File: src/rtl/jrb8_pkg.sv
// -----------------------------------------------------------------------------
// jrb8_pkg
// Shared definitions for the SPI serial-ROM fetch block:
//   - fetch controller state encoding
//   - default serial-memory read opcode
//   - chip-select gap length between non-sequential transfers
//   - counter widths used by the bit shifter
// -----------------------------------------------------------------------------
package jrb8_pkg;

    typedef enum logic [2:0] {
        ST_IDLE,
        ST_CSGAP,
        ST_CMD,
        ST_ADDR,
        ST_DATA,
        ST_HOLD
    } state_t;

    localparam logic [7:0]  READ_CMD_DEFAULT = 8'h03;
    localparam int unsigned CSGAP_CYCLES     = 2;

    // SCK half-period divider (CLK_DIV up to 15), bit counter (up to 16 bits),
    // transmit shift register (widest field is the 16-bit address).
    localparam int unsigned DIV_W   = 4;
    localparam int unsigned BIT_W   = 5;
    localparam int unsigned SHIFT_W = 16;

    // States in which the shifter drives SCK.
    function automatic logic is_shift_state(input state_t s);
        return s inside {ST_CMD, ST_ADDR, ST_DATA};
    endfunction

endpackage

File: src/rtl/spi_shifter.sv
// -----------------------------------------------------------------------------
// spi_shifter
// SPI mode-0 bit engine. Generates SCK from the system clock, shifts a
// left-justified word out on MOSI and collects MISO into an 8-bit register.
//
// Ports
//   clk, rst     system clock, asynchronous active-high reset
//   i_load       start a new field: clears counters, loads i_tx_data/i_nbits
//   i_run        advance the bit timing this cycle (ignored while i_load)
//   i_tx_data    field to send, MSB first, left-justified in SHIFT_W bits
//   i_nbits      number of bits in the field
//   i_miso       serial data from the memory
//   o_sck        serial clock
//   o_mosi       serial data to the memory
//   o_rx         last 8 bits sampled from MISO, MSB first
//   o_done       high during the final cycle of the last bit's high phase
//
// With neither i_load nor i_run every counter and SCK/MOSI return to zero.
// -----------------------------------------------------------------------------
module spi_shifter
    import jrb8_pkg::*;
#(
    parameter int unsigned CLK_DIV = 2
) (
    input  logic               clk,
    input  logic               rst,
    input  logic               i_load,
    input  logic               i_run,
    input  logic [SHIFT_W-1:0] i_tx_data,
    input  logic [BIT_W-1:0]   i_nbits,
    input  logic               i_miso,
    output logic               o_sck,
    output logic               o_mosi,
    output logic [7:0]         o_rx,
    output logic               o_done
);

    logic [DIV_W-1:0]   r_div;
    logic [BIT_W-1:0]   r_bit;
    logic [BIT_W-1:0]   r_nbits;
    logic [SHIFT_W-1:0] r_tx;
    logic [7:0]         r_rx;
    logic               r_sck;
    logic               r_mosi;

    logic               w_phase_end;
    logic               w_last_bit;

    assign w_phase_end = (r_div == DIV_W'(CLK_DIV - 1));
    assign w_last_bit  = (r_bit == (r_nbits - BIT_W'(1)));

    // SCK is low outside a shifting field, so done can only fire inside one.
    assign o_done = r_sck & w_phase_end & w_last_bit;
    assign o_sck  = r_sck;
    assign o_mosi = r_mosi;
    assign o_rx   = r_rx;

    always_ff @(posedge clk or posedge rst) begin
        if (rst) begin
            r_div   <= '0;
            r_bit   <= '0;
            r_nbits <= '0;
            r_tx    <= '0;
            r_rx    <= '0;
            r_sck   <= 1'b0;
            r_mosi  <= 1'b0;
        end else if (i_load) begin
            // First bit goes onto MOSI at the start of its low phase.
            r_div   <= '0;
            r_bit   <= '0;
            r_nbits <= i_nbits;
            r_tx    <= i_tx_data;
            r_rx    <= '0;
            r_sck   <= 1'b0;
            r_mosi  <= i_tx_data[SHIFT_W-1];
        end else if (i_run) begin
            if (!w_phase_end) begin
                r_div <= r_div + DIV_W'(1);
            end else begin
                r_div <= '0;
                if (!r_sck) begin
                    // Rising SCK: memory data is sampled on this same edge.
                    r_sck <= 1'b1;
                    r_rx  <= {r_rx[6:0], i_miso};
                end else begin
                    // Falling SCK: next bit presented for the new low phase.
                    r_sck  <= 1'b0;
                    r_bit  <= r_bit + BIT_W'(1);
                    r_tx   <= {r_tx[SHIFT_W-2:0], 1'b0};
                    r_mosi <= r_tx[SHIFT_W-2];
                end
            end
        end else begin
            r_div   <= '0;
            r_bit   <= '0;
            r_nbits <= '0;
            r_tx    <= '0;
            r_sck   <= 1'b0;
            r_mosi  <= 1'b0;
        end
    end

endmodule

File: src/rtl/spi_rom_fetch.sv
// -----------------------------------------------------------------------------
// spi_rom_fetch
// Fetches single bytes from an SPI serial memory (mode 0). A request from
// IDLE sends READ_CMD, the 16-bit address and reads one byte. Chip select is
// then held low in HOLD so a request for the next address streams the
// following byte with no command/address phase. Any other address goes
// through a short CS-high gap and a full read. HOLD releases CS after
// HOLD_TIMEOUT idle cycles.
//
// Ports
//   clk, rst     system clock, asynchronous active-high reset
//   req, addr    fetch request and byte address, sampled while busy=0
//   rdata        fetched byte, held until the next valid pulse
//   valid        one-cycle pulse when rdata updates
//   busy         high from the cycle after acceptance through the valid cycle
//   spi_cs_n     memory chip select, active-low
//   spi_sck      serial clock
//   spi_mosi     serial data to the memory
//   spi_miso     serial data from the memory
// -----------------------------------------------------------------------------
module spi_rom_fetch
    import jrb8_pkg::*;
#(
    parameter int unsigned CLK_DIV      = 2,
    parameter int unsigned HOLD_TIMEOUT = 64,
    parameter logic [7:0]  READ_CMD     = READ_CMD_DEFAULT
) (
    input  logic        clk,
    input  logic        rst,
    input  logic        req,
    input  logic [15:0] addr,
    output logic [7:0]  rdata,
    output logic        valid,
    output logic        busy,
    output logic        spi_cs_n,
    output logic        spi_sck,
    output logic        spi_mosi,
    input  logic        spi_miso
);

    localparam int unsigned TO_W  = $clog2(HOLD_TIMEOUT + 1);
    localparam int unsigned GAP_W = (CSGAP_CYCLES > 1) ? $clog2(CSGAP_CYCLES) : 1;

    state_t             r_state;
    logic [15:0]        r_addr;      // latched address, doubles as last_addr in HOLD
    logic [7:0]         r_rdata;
    logic               r_valid;
    logic [TO_W-1:0]    r_to;
    logic [GAP_W-1:0]   r_gap;

    state_t             w_state_nxt;
    logic [15:0]        w_addr_nxt;
    logic [7:0]         w_rdata_nxt;
    logic               w_valid_nxt;
    logic [TO_W-1:0]    w_to_nxt;
    logic [GAP_W-1:0]   w_gap_nxt;

    logic               w_seq;
    logic               w_load;
    logic               w_run;
    logic [SHIFT_W-1:0] w_tx_data;
    logic [BIT_W-1:0]   w_nbits;
    logic [7:0]         w_rx;
    logic               w_done;

    // 17-bit compare so that last_addr=16'hFFFF never matches addr=16'h0000.
    assign w_seq = ({1'b0, addr} == ({1'b0, r_addr} + 17'd1));

    always_comb begin
        w_state_nxt = r_state;
        w_addr_nxt  = r_addr;
        w_rdata_nxt = r_rdata;
        w_valid_nxt = 1'b0;
        w_to_nxt    = r_to;
        w_gap_nxt   = r_gap;
        w_load      = 1'b0;
        w_tx_data   = '0;
        w_nbits     = '0;

        case (r_state)
            ST_IDLE: begin
                if (req) begin
                    w_addr_nxt  = addr;
                    w_state_nxt = ST_CMD;
                end
            end
            ST_CSGAP: begin
                if (r_gap == GAP_W'(CSGAP_CYCLES - 1)) begin
                    w_state_nxt = ST_CMD;
                end else begin
                    w_gap_nxt = r_gap + GAP_W'(1);
                end
            end
            ST_CMD: begin
                if (w_done) begin
                    w_state_nxt = ST_ADDR;
                end
            end
            ST_ADDR: begin
                if (w_done) begin
                    w_state_nxt = ST_DATA;
                end
            end
            ST_DATA: begin
                if (w_done) begin
                    w_rdata_nxt = w_rx;
                    w_valid_nxt = 1'b1;
                    w_state_nxt = ST_HOLD;
                end
            end
            ST_HOLD: begin
                // The valid cycle sits in HOLD but is still busy: requests
                // are ignored and the timeout does not run yet.
                if (r_valid) begin
                    w_to_nxt = '0;
                end else if (req) begin
                    w_addr_nxt  = addr;
                    w_to_nxt    = '0;
                    w_state_nxt = w_seq ? ST_DATA : ST_CSGAP;
                end else if (r_to == TO_W'(HOLD_TIMEOUT - 1)) begin
                    w_state_nxt = ST_IDLE;
                end else begin
                    w_to_nxt = r_to + TO_W'(1);
                end
            end
            default: begin
                w_state_nxt = ST_IDLE;
            end
        endcase

        // Every state entry starts with fresh counters; entering a shifting
        // state also loads the shifter with that state's field.
        if (w_state_nxt != r_state) begin
            w_to_nxt  = '0;
            w_gap_nxt = '0;
            case (w_state_nxt)
                ST_CMD: begin
                    w_load    = 1'b1;
                    w_tx_data = {READ_CMD, 8'h00};
                    w_nbits   = BIT_W'(8);
                end
                ST_ADDR: begin
                    w_load    = 1'b1;
                    w_tx_data = r_addr;
                    w_nbits   = BIT_W'(16);
                end
                ST_DATA: begin
                    w_load    = 1'b1;
                    w_tx_data = '0;
                    w_nbits   = BIT_W'(8);
                end
                default: begin
                    w_load = 1'b0;
                end
            endcase
        end
    end

    assign w_run = is_shift_state(w_state_nxt) & ~w_load;

    always_ff @(posedge clk or posedge rst) begin
        if (rst) begin
            r_state <= ST_IDLE;
            r_addr  <= '0;
            r_rdata <= '0;
            r_valid <= 1'b0;
            r_to    <= '0;
            r_gap   <= '0;
        end else begin
            r_state <= w_state_nxt;
            r_addr  <= w_addr_nxt;
            r_rdata <= w_rdata_nxt;
            r_valid <= w_valid_nxt;
            r_to    <= w_to_nxt;
            r_gap   <= w_gap_nxt;
        end
    end

    spi_shifter #(
        .CLK_DIV (CLK_DIV)
    ) u_shifter (
        .clk       (clk),
        .rst       (rst),
        .i_load    (w_load),
        .i_run     (w_run),
        .i_tx_data (w_tx_data),
        .i_nbits   (w_nbits),
        .i_miso    (spi_miso),
        .o_sck     (spi_sck),
        .o_mosi    (spi_mosi),
        .o_rx      (w_rx),
        .o_done    (w_done)
    );

    // Decoded from the state register so reset releases CS immediately.
    assign spi_cs_n = (r_state == ST_IDLE) | (r_state == ST_CSGAP);
    assign busy     = (r_state == ST_CSGAP) | is_shift_state(r_state) | r_valid;
    assign valid    = r_valid;
    assign rdata    = r_rdata;

endmodule

File: config.mk
export PLATFORM = sky130hd
export DESIGN_NAME = spi_rom_fetch
export DESIGN_NICKNAME = d
export VERILOG_FILES = /design/src/rtl/jrb8_pkg.sv /design/src/rtl/spi_shifter.sv /design/src/rtl/spi_rom_fetch.sv
export SDC_FILE = /design/constraint.sdc
export NUM_CORES = 1
export LEC_CHECK = 0
export ABC_AREA = 1
export BUFFER_PORTS_ARGS = -buffer_cell sky130_fd_sc_hd__buf_4
export CORE_UTILIZATION = 60
export DETAILED_ROUTE_END_ITERATION = 8
export GPL_ROUTABILITY_DRIVEN = 0
export PLACE_DENSITY = 0.85
export SETUP_SLACK_MARGIN = 0.02
export SLEW_MARGIN = 0
export SYNTH_ARGS = -nofsm -noshare
export SYNTH_HDL_FRONTEND = slang
export SYNTH_SLANG_ARGS = --single-unit
File: constraint.sdc
create_clock -name clk -period 7.1 [get_ports clk]
set_input_delay 1.42 -clock clk [delete_from_list [all_inputs] [get_ports clk]]
set_output_delay 1.42 -clock clk [all_outputs]
set_load 0.02 [all_outputs]
**Word level (Yosys, flattened, before mapping)**

Index checks and enable logic that the tools add are counted.
Widths: inputs -> output; s select.

- Bitwise operators: 7
- Add/subtract/negate cells: 6
- Reduce and logical (&&, ||, !) cells: 15
- Mux-type cells: 54
- Equality and inequality tests: 19

Operators with widths:

| operator | number |
|---|---|
| $pmux 16 s2 | 2 |
| $mux 15 | 4 |
| $mux 16 | 3 |
| $mux 5 | 7 |
| $mux 7 | 5 |
| $mux 8 | 4 |
| $mux 3 | 9 |
| $pmux 3 s6 | 1 |
| $add 16x1->17 const B | 1 |
| $eq 16x17->1 | 1 |
| $mux 1 | 15 |
| $eq 3x2->1 const B | 4 |
| $mux 4 | 3 |
| $pmux 5 s2 | 1 |
| $reduce_bool 2->1 | 5 |
| $eq 3x3->1 const B | 3 |
| $reduce_and 2->1 | 4 |
| $add 7x1->7 const B | 1 |
| $eq 7x6->1 const B | 1 |
| $ne 2x2->1 const B | 3 |
| $ne 3x3->1 const B | 2 |
| $reduce_bool 3->1 | 2 |
| $add 5x1->5 const B | 1 |
| $eq 5x5->1 | 1 |
| other kinds (14) | 18 |

- Output and inout port bits: 13
- Flip-flop bits (word level): 75
- Input bits: 20
- Word-level logic and storage cells: 114

**Logic depth before layout (Yosys ltp)**

Gate-level depths: netlist (run 1).

- Depth in word-level cells: 14
- Gate-level depth with buffers: 24
- Depth with buffers taken out: 23

**Modules after synthesis**

From an unflattened synthesis (run 1), not the netlist that was laid out.

- Cell total of the unflattened synthesis: 670
- Area total of the unflattened synthesis: 4636.9 µm²

By module, submodules not included:

| module | sequential area each (µm²) | area each (µm²) | cells an instance | times used |
|---|---|---|---|---|
| spi_rom_fetch | 900.9 | 2592.5 | 411 | 1 |
| spi_shifter | 975.9 | 2044.5 | 259 | 1 |

**Worst setup path before layout (run 1)**

OpenSTA, ideal clock, no wires.

- Path kind: input port to flip-flop
- From: input addr[1]
- To: register u_shifter.r_tx[1]
- Library setup time: 0.113 ns
- Required time: 6.987 ns
- Path buffers: 1
- Data arrival time: 2.916 ns
- Slack: 4.071 ns
- Stages: 22
- Cell sequence: inv_1 nand2_1 nand2_1 nor2_1 nand2_1 nor2_1 nand2_1 nor2_1 nand2_1 nor2_1 nand2_1 nand2_1 nand2_1 nand2_1 nand2_2 nand2_2 nand2_2 nor2_8 buf_4 nand4_1 nand2_1 inv_1

- Cells in the longest elaborated chain, start to end: 13
- Elaborated cells between the ends (all ways): 22
- Classes of those cells: 7 x eq/ne; 10 x mux; 2 x bitwise; 3 x reduce/logical

RTL lines:

| element | line | RTL |
|---|---|---|
| start: declaration | spi_rom_fetch.sv:31 | `input logic [15:0] addr,` |
| $eq 16x17->1 (*) | spi_rom_fetch.sv:67 | `assign w_seq = ({1'b0, addr} == ({1'b0, r_addr} + 17'd1));` |
| $mux 3 (*) | spi_rom_fetch.sv:119 | `w_state_nxt = w_seq ? ST_DATA : ST_CSGAP;` |
| $mux 3 (*) | spi_rom_fetch.sv:116 | `end else if (req) begin` |
| $mux 3 (*) | spi_rom_fetch.sv:114 | `if (r_valid) begin` |
| $pmux 3 s6 (*) | spi_rom_fetch.sv:80 | `case (r_state)` |
| named net w_state_nxt[0] | spi_rom_fetch.sv:51 | `state_t w_state_nxt;` |
| $eq 3x2->1 / $eq 3x3->1 (equally long branches) | jrb8_pkg.sv:31, spi_rom_fetch.sv:136 |  |
| $reduce_or 3->1 (no line) | n/a |  |
| $mux 1 | spi_rom_fetch.sv:136 | `case (w_state_nxt)` |
| $mux 1 | spi_rom_fetch.sv:133 | `if (w_state_nxt != r_state) begin` |
| $not 1->1 | spi_rom_fetch.sv:159 | `assign w_run = is_shift_state(w_state_nxt) & ~w_load;` |
| $and 1x1->1 | spi_rom_fetch.sv:159 |  |
| $ne 3x3->1 (no line) / $mux 15 (equally long branches) | n/a |  |
| $reduce_and 2->1 (no line) / $mux 15 (equally long branches) | n/a |  |
| end signal: assignment | spi_shifter.sv:72 | `r_tx <= i_tx_data;` |
| end signal: assignment | spi_shifter.sv:89 | `r_tx <= {r_tx[SHIFT_W-2:0], 1'b0};` |
| end: declaration | spi_shifter.sv:41 | `logic [SHIFT_W-1:0] r_tx;` |

The timed path passes the listed nets; every way through them passes the cells marked *.
A chain may end at the register's enable or synchronous reset.

**Worst setup path in the final report (run 1)**

- From: register u_shifter.r_div[1]
- To: register u_shifter.r_tx[8]

- Cells in the longest elaborated chain, start to end: 13
- Elaborated cells between the ends (all ways): 24
- Classes of those cells: 7 x eq/ne; 10 x mux; 4 x bitwise; 3 x reduce/logical

RTL lines:

| element | line | RTL |
|---|---|---|
| start: declaration | spi_shifter.sv:38 | `logic [DIV_W-1:0] r_div;` |
| start signal: assignment | spi_shifter.sv:78 | `r_div <= r_div + DIV_W'(1);` |
| $eq 4x1->1 (*) | spi_shifter.sv:49 | `assign w_phase_end = (r_div == DIV_W'(CLK_DIV - 1));` |
| $and 1x1->1 (*) (2 in series) | spi_shifter.sv:53 | `assign o_done = r_sck & w_phase_end & w_last_bit;` |
| $mux 3, on equally long branches | spi_rom_fetch.sv:105, spi_rom_fetch.sv:95, spi_rom_fetch.sv:100 |  |
| $pmux 3 s6 (*) | spi_rom_fetch.sv:80 |  |
| named net w_state_nxt[0] | spi_rom_fetch.sv:51 |  |
| $eq 3x2->1 / $eq 3x3->1 (equally long branches) | jrb8_pkg.sv:31, spi_rom_fetch.sv:136 |  |
| $reduce_or 3->1 (no line) | n/a |  |
| $mux 1 | spi_rom_fetch.sv:136 |  |
| $mux 1 | spi_rom_fetch.sv:133 |  |
| $not 1->1 | spi_rom_fetch.sv:159 |  |
| $and 1x1->1 | spi_rom_fetch.sv:159 |  |
| $ne 3x3->1 (no line) / $mux 15 (equally long branches) | n/a |  |
| $reduce_and 2->1 (no line) / $mux 15 (equally long branches) | n/a |  |

Marked as above.

==> metrics.cfg, run 1 <==
[grt]
grt_pass1_vias=3431
grtUsageTotal=0.262
antenna_found_initial=0
gr-total-overflow=0
grt_pass1_wl_um=15000
grt_max_degree=73

[detailed_routing]
routed_wl_um=8780
vias_per_cell=5.40
drtIter0Drc=400
routedWlPerCell_um=12.9
drtPass1Iterations=5
ant_nets=0
drc_errors=0
vias=3686

[status]
status=complete, no violations

[logic_synthesis]
synthTopCellsByCount=179 x nand2_1, 83 x inv_1, 72 x dfrtp_1, 46 x nor2_1, 39 x nand3_1
synth_area_per_cell_um2=7.35
synth_nets=592
async_reset_ff_frac=1.00
synthDistinctLibCells=34
synthCells=567
ys_top_cells_by_area=dfrtp_1 43%, nand2_1 16%, inv_1 7.5%
ys_ff_latch=72
yosysWarningCount=0
synth_top_area_cell=dfrtp_1
synthFlopType=dfrtp_1
synth-edff-count=0
yosysMostFrequentCell=nand2_1
yosysTopAreaCellShare=0.432
ys_seq_area_frac=0.432
syn_area_mm2=0.00417

[power_and_ir_drop]
p_leak_nw=2.47
p_sw_frac=0.372
combinationalPowerShare=0.330
power_density_mw_per_mm2=314
sequentialPowerShare=0.421
power_mw=1.46
p_clk_frac=0.249
ir_worst_vdd_mv=0.182
p_int_mw=0.918
p_sw_mw=0.545

[worst_hold_path]
hold_path.startpoint=u_shifter.r_tx[9]
holdCritPathClass=flop to flop
whs_endpoint=u_shifter.r_tx[9]
min_delay_path_depth=2

[final_layout]
fin_util=0.689
final_cells=683
n_antenna_cell=0
fin_nets=623
final_layout_size_suffix_gt1_frac=0.123
area_delta_synth_final_pct=11.7

[sta]
setup_viol=0
fin_setup_tns_ns=0
timing.hold.ws_ns=0.477
tightest_slew_ns=0.894
grt_setup_unrepaired=no
period_minus_slack_ns=3.78
max_freq_ghz=0.265
slew_violations=0
skew_ns=0.00839
slew_headroom=0.404
fin_crit_sh=0.532
hold_violations=0

[clock_tree]
cts_tree=yes
cts.sinks=72
post-cts-setup-buffers=0
cts_buffers=9
cts_resized=0
htreeDepth=3
cts_buffer_depth=2
clk_root_buffer_cell=clkbuf_8
insertion_delay_ns=0.35
cts_hold_buf=0
clk_pin_slew_ns=0.08

[setup_path]
arrival_ns=4.01
r2r_slack_ns=3.32
cp_max_fo=42
worstPathRequired_ns=7.33
endpoint_kind=flop
rr_endpoint=u_shifter.r_tx[8]
crit_chain=inv_1 > ha_1 > nand2_2 > nor2_4 > nand3_2 > a21oi_2 > inv_2 > nor2_1 > nor3_1 > nand2_2 > inv_1 > nand2_1 > nand2_2 > nand3_2 > clkinv_1 > nand2_1 > nand2_1
path_class=flop to flop
r2r_cells=17
crit_slowest_cell=nor2_1
critPathLaunchType=flop
r2r-start=u_shifter.r_div[1]
critPathMaxStageDelay_ns=0.61

[floorplanning]
core_area_mm2=0.00676
die-area_mm2=0.00729
start_util=0.617
die_x_um=85.4
rows=30
ioPinCount=33
fp.dieH_um=85.4

[placed_design]
port_buffers=32
place_inst=667
dp_hpwl_um=6190

[job]
cap_violations=0

## logic make-up (layout without fill, tap and decap cells)
group                    count (synthesis)  after routing  synth area share
XOR/XNOR                                21             21            0.0441
AND/OR/NAND/NOR                        310            310             0.325
multiplexers                             5              5            0.0135
AO/OA/AOI/OAI                           54             54            0.0711
flip-flops                              72             72             0.432
adder cells (fa/ha/maj)                  5              5            0.0150
buffers and inverters                  100            136            0.0987
## critical path: cells and delay by family (launching register included)
kind,cells,cell delay (ns)
and+or+nand+nor,11,2.54
DFF,1,0.41
buffers and inverters,4,0.33
AOI/OAI and AO/OA,1,0.21
adders and majority gates,1,0.15
## cell usage in the layout, fill, tap and decap left out, drive strengths merged
cell type and n:
xnor2 10, ha 5, o22ai 4, or2 2, nand3 42, nand2 186, dfrtp 72, inv 85
nor3 7, o21ai 27, clkinv 3, buf 34, o31ai 1, a21o 1, clkbuf 12, and2 1
a21oi 16, mux2 5, nand3b 2, nor2 51, nand4 19, xor2 11, o21bai 3, bufinv 2
o211ai 2
## sequential cells by signal (all words and copies together), names as in the netlist
| name | cells |
|---|---|
| r_to | 7 |
| u_shifter.o_mosi | 1 |
| r_state | 3 |
| u_shifter.r_bit | 5 |
| u_shifter.r_tx | 15 |
| u_shifter.o_rx | 8 |
| u_shifter.o_sck | 1 |
| valid | 1 |
| u_shifter.r_div | 4 |
| u_shifter.r_nbits | 2 |
| r_gap | 1 |
| r_addr | 16 |
| rdata | 8 |
## layout make-up
| class | instances | area, um^2 |
|---|---|---|
| fillers | 545 | 2100 |
| inverters | 86 | 323 |
| multi-input cells | 395 | 1960 |
| clock buffers | 12 | 145 |
| clock inverters | 4 | 77.6 |
| well taps | 80 | 100 |
| repair buffers | 34 | 255 |
| flip-flops and latches | 72 | 1800 |
## worst max-delay path by stage
stage,end,cells after the start,from
after floorplan,r_addr[0],1,rst
final,u_shifter.r_tx[8],17,u_shifter.r_div[1]
after detailed placement,u_shifter.o_rx[7],22,addr[1]
after CTS,u_shifter.r_tx[8],17,u_shifter.r_div[1]
after global placement,u_shifter.o_rx[2],21,addr[0]
after global routing,u_shifter.o_rx[7],16,u_shifter.r_div[1]
## power by group through the flow
stage	clock (mW)	combinational [mW]	sequential [mW]
final	0.364	0.483	0.616
after global routing	0.385	0.554	0.630
after CTS	0.368	0.484	0.614
after detailed placement	0	0.478	0.621
after global placement	0	0.456	0.617
after floorplan	0	0.385	0.601
## per-stage QoR
stage | worst slack, ns | cell area, um^2
after floorplan | 3.86 | 4170
after global placement | 3.17 | 4440
after detailed placement | 3.05 | 4440
final | 3.32 | 4660
after CTS | 3.37 | 4660
after global routing | 3.01 | 4660
## per-layer routing
layer | wire [um] | global-route usage | vias up
met5 | 0 | 0 | -
met4 | 133 | 0.102 | 0
met3 | 406 | 0.0389 | 17
met2 | 4320 | 0.441 | 91
met1 | 3930 | 0.345 | 1733
li1 | - | - | 1845
(Power assumes the default switching activity.)
==> inputs of run 2 (changes only) <==
--- a/config.mk
+++ b/config.mk
@@ -7,10 +7,10 @@
 export LEC_CHECK = 0
 export ABC_AREA = 1
 export BUFFER_PORTS_ARGS = -buffer_cell sky130_fd_sc_hd__buf_4
-export CORE_UTILIZATION = 60
+export CORE_UTILIZATION = 54
 export DETAILED_ROUTE_END_ITERATION = 8
 export GPL_ROUTABILITY_DRIVEN = 0
-export PLACE_DENSITY = 0.85
+export PLACE_DENSITY = 0.81
 export SETUP_SLACK_MARGIN = 0.02
 export SLEW_MARGIN = 0
 export SYNTH_ARGS = -nofsm -noshare
==> constraint.sdc (replaced) <==
create_clock -name clk -period 3 [get_ports clk]
set_input_delay 0.6 -clock clk [delete_from_list [all_inputs] [get_ports clk]]
set_output_delay 0.6 -clock clk [all_outputs]
set_load 0.02 [all_outputs]
==> metrics.cfg, run 2 (synthesis results as in run 1) <==
[detailed_routing]
drc_errors=0  ; unchanged
drtPass1Iterations=5  ; unchanged
drtIter0Drc=295  ; -26%
vias_per_cell=5.32  ; -1.4%
vias=3840  ; +4.2%
routedWlPerCell_um=13.6  ; +5.7%
ant_nets=0  ; unchanged
routed_wl_um=9810  ; +12%

[sta]
max_freq_ghz=0.371  ; +40%
setup_viol=0  ; unchanged
tightest_slew_ns=0.714  ; -0.180 ns
fin_crit_sh=0.898  ; +0.366
hold_violations=0  ; unchanged
skew_ns=0.0113  ; +0.00288 ns
slew_headroom=0.522  ; +0.118
grt_setup_unrepaired=yes
slew_violations=0  ; unchanged
timing.hold.ws_ns=0.303  ; -0.174 ns
setup_ws_ns=0.305  ; -3.02 ns
period_minus_slack_ns=2.70  ; -1.08 ns

[clock_tree]
cts_buffers=9  ; unchanged
clk_root_buffer_cell=clkbuf_8
cts_tree=yes
clk_pin_slew_ns=0.08  ; about the same
insertion_delay_ns=0.35  ; about the same
htreeDepth=3  ; unchanged
cts_hold_buf=0  ; unchanged
cts.sinks=72  ; unchanged
cts_buffer_depth=2  ; unchanged

[placed_design]
port_buffers=32  ; unchanged
place_inst=693  ; +3.9%
dp_hpwl_um=6720  ; +8.5%
dp_slack_ns=0.237  ; -2.81 ns

[final_layout]
top_regs=r_addr (16), u_shifter.r_tx (15)
fin_util=0.665  ; -0.0241
n_antenna_cell=0  ; unchanged
final_cells=722  ; +5.7%
area_delta_synth_final_pct=17.6
regMostFlops=r_addr
final_layout_size_suffix_gt1_frac=0.159  ; +0.0362
largest_reg_flops=16  ; unchanged
final_common_cell=nand2_1
fin_nets=643  ; +3.2%
layout_common_cells=179 x nand2_1, 82 x inv_1, 71 x dfrtp_1

[setup_path]
arrival_ns=2.95  ; -1.06 ns
crit_chain=ha_2 > nand2_1 > nor2_4 > nand2_1 > nand2_1 > nand2_1 > inv_2 > nand2_1 > nor2_1 > nand2_1 > nor2_1 > nand2_1 > nand2_1 > nand2_1 > nand2_1 > nand2_2 > nand2_2 > nand2_2 > nor2_8 > clkbuf_16 > nand4_1 > nand2_1 > inv_1
path_class=flop to flop
crit_slowest_cell=dfrtp_1
endpoint_kind=flop
cp_max_fo=11  ; -74%
r2r-start=r_addr[0]
critPathLaunchType=flop
worstSetupStartpoint=r_addr[0]
worstPathRequired_ns=3.25  ; -4.08 ns
critPathMaxStageDelay_ns=0.38  ; -0.23 ns
path_common_cell=nand2_1

[job]
cap_violations=0  ; unchanged

[status]
status=complete, no violations

[grt]
grt_pass1_vias=3692  ; +7.6%
grt_util_met1=0.337  ; -0.00765
grt_max_degree=33  ; -55%
grt.busiest_layer=met2
gr-total-overflow=0  ; unchanged
grt_use_met3=0.0279  ; -0.0110
grt_pass1_wl_um=16700  ; +11%
grtUsageMet2=0.419  ; -0.0221
antenna_found_initial=0  ; unchanged
grtUsageTotal=0.252  ; -0.0104

[power_and_ir_drop]
p_sw_mw=1.38  ; +150%
p_sw_frac=0.393  ; +0.0202
p_int_mw=2.13  ; +130%
power_mw=3.51  ; +140%
combinationalPowerShare=0.358  ; +0.028
power_density_mw_per_mm2=716  ; +130%
p_leak_nw=2.58  ; +4.4%
sequentialPowerShare=0.421  ; about the same
p_clk_frac=0.221  ; -0.028
ir_worst_vdd_mv=0.366  ; +100%

[floorplanning]
rows=31  ; +3.3%
die-area_mm2=0.00808  ; +11%
ioPinCount=33  ; unchanged
core_area_mm2=0.00737  ; +9.1%
fp.dieH_um=89.9  ; +5.3%
die_x_um=89.9  ; +5.3%
start_util=0.566  ; -0.0513

[worst_hold_path]
holdCritPathClass=input pin to asynchronous set/reset pin

-- run 2: cell types whose count changed in the layout (fill, tap and decap cells not counted), sizes merged --
cell,before,now
nand2,186,187
nor2,51,52
buf,34,50
inv,85,86
clkinvlp,0,2
bufinv,2,1
-- run 2: path summary, 6_finish.rpt --
check                                     to  slack [ns]  cells past startpoint
max                        u_shifter.r_tx[7]        0.30                     23
min                        u_shifter.r_tx[5]        0.30                      2
max reg2reg                u_shifter.r_tx[7]        0.30                     23
min reg2reg                u_shifter.r_tx[8]        0.48                      2
max in group asynchronous  u_shifter.r_tx[8]        2.04                      3
min in group clk                  r_addr[13]        0.47                      3
-- run 2: layout make-up --
type | instances | area, um^2
Inverter | 86 | 323
Timing Repair Buffer | 52 | 463
Multi-Input combinational cell | 397 | 2000
Tap cell | 99 | 124
Clock inverter | 6 | 67.6
Fill cell | 616 | 2470
Clock buffer | 10 | 128
Sequential cell | 72 | 1800
-- run 2: critical path: cells and delay by family (launching register included) --
kind	cells	cell delay, ns
buffers and inverters	3	0.27
DFF	1	0.38
adders and majority gates	1	0.23
and+or+nand+nor	19	1.72
-- run 2: repair_timing --
| action | 4_1_cts | 5_1_grt |
|---|---|---|
| resized for setup | 0 | 7 |
| setup buffers | 0 | 9 |
| setup endpoints to repair | 0 | 31 |
-- run 2: metrics by stage --
stage	TNS, ns	instance area (um^2)
6_report	0	4900
3_3_place_gp	0	4550
4_1_cts	0	4740
2_1_floorplan	0	4170
3_5_place_dp	0	4550
5_1_grt	-0.00453	4900
-- run 2: metal layers --
metal / wire (um) / vias up / share of wire
li1: - / 1889 / -
met1: 4280 / 1800 / 0.44
met2: 4800 / 127 / 0.49
met3: 511 / 24 / 0.052
met4: 225 / 0 / 0.023
met5: 0 / - / 0
-- run 2: power by group through the flow --
stage	Clock, mW	Sequential, mW	Combinational (mW)
6_report	0.777	1.48	1.26
5_1_grt	0.823	1.51	1.43
4_1_cts	0.782	1.47	1.17
3_5_place_dp	0	1.49	1.16
3_3_place_gp	0	1.47	1.11
2_1_floorplan	0	1.42	0.911
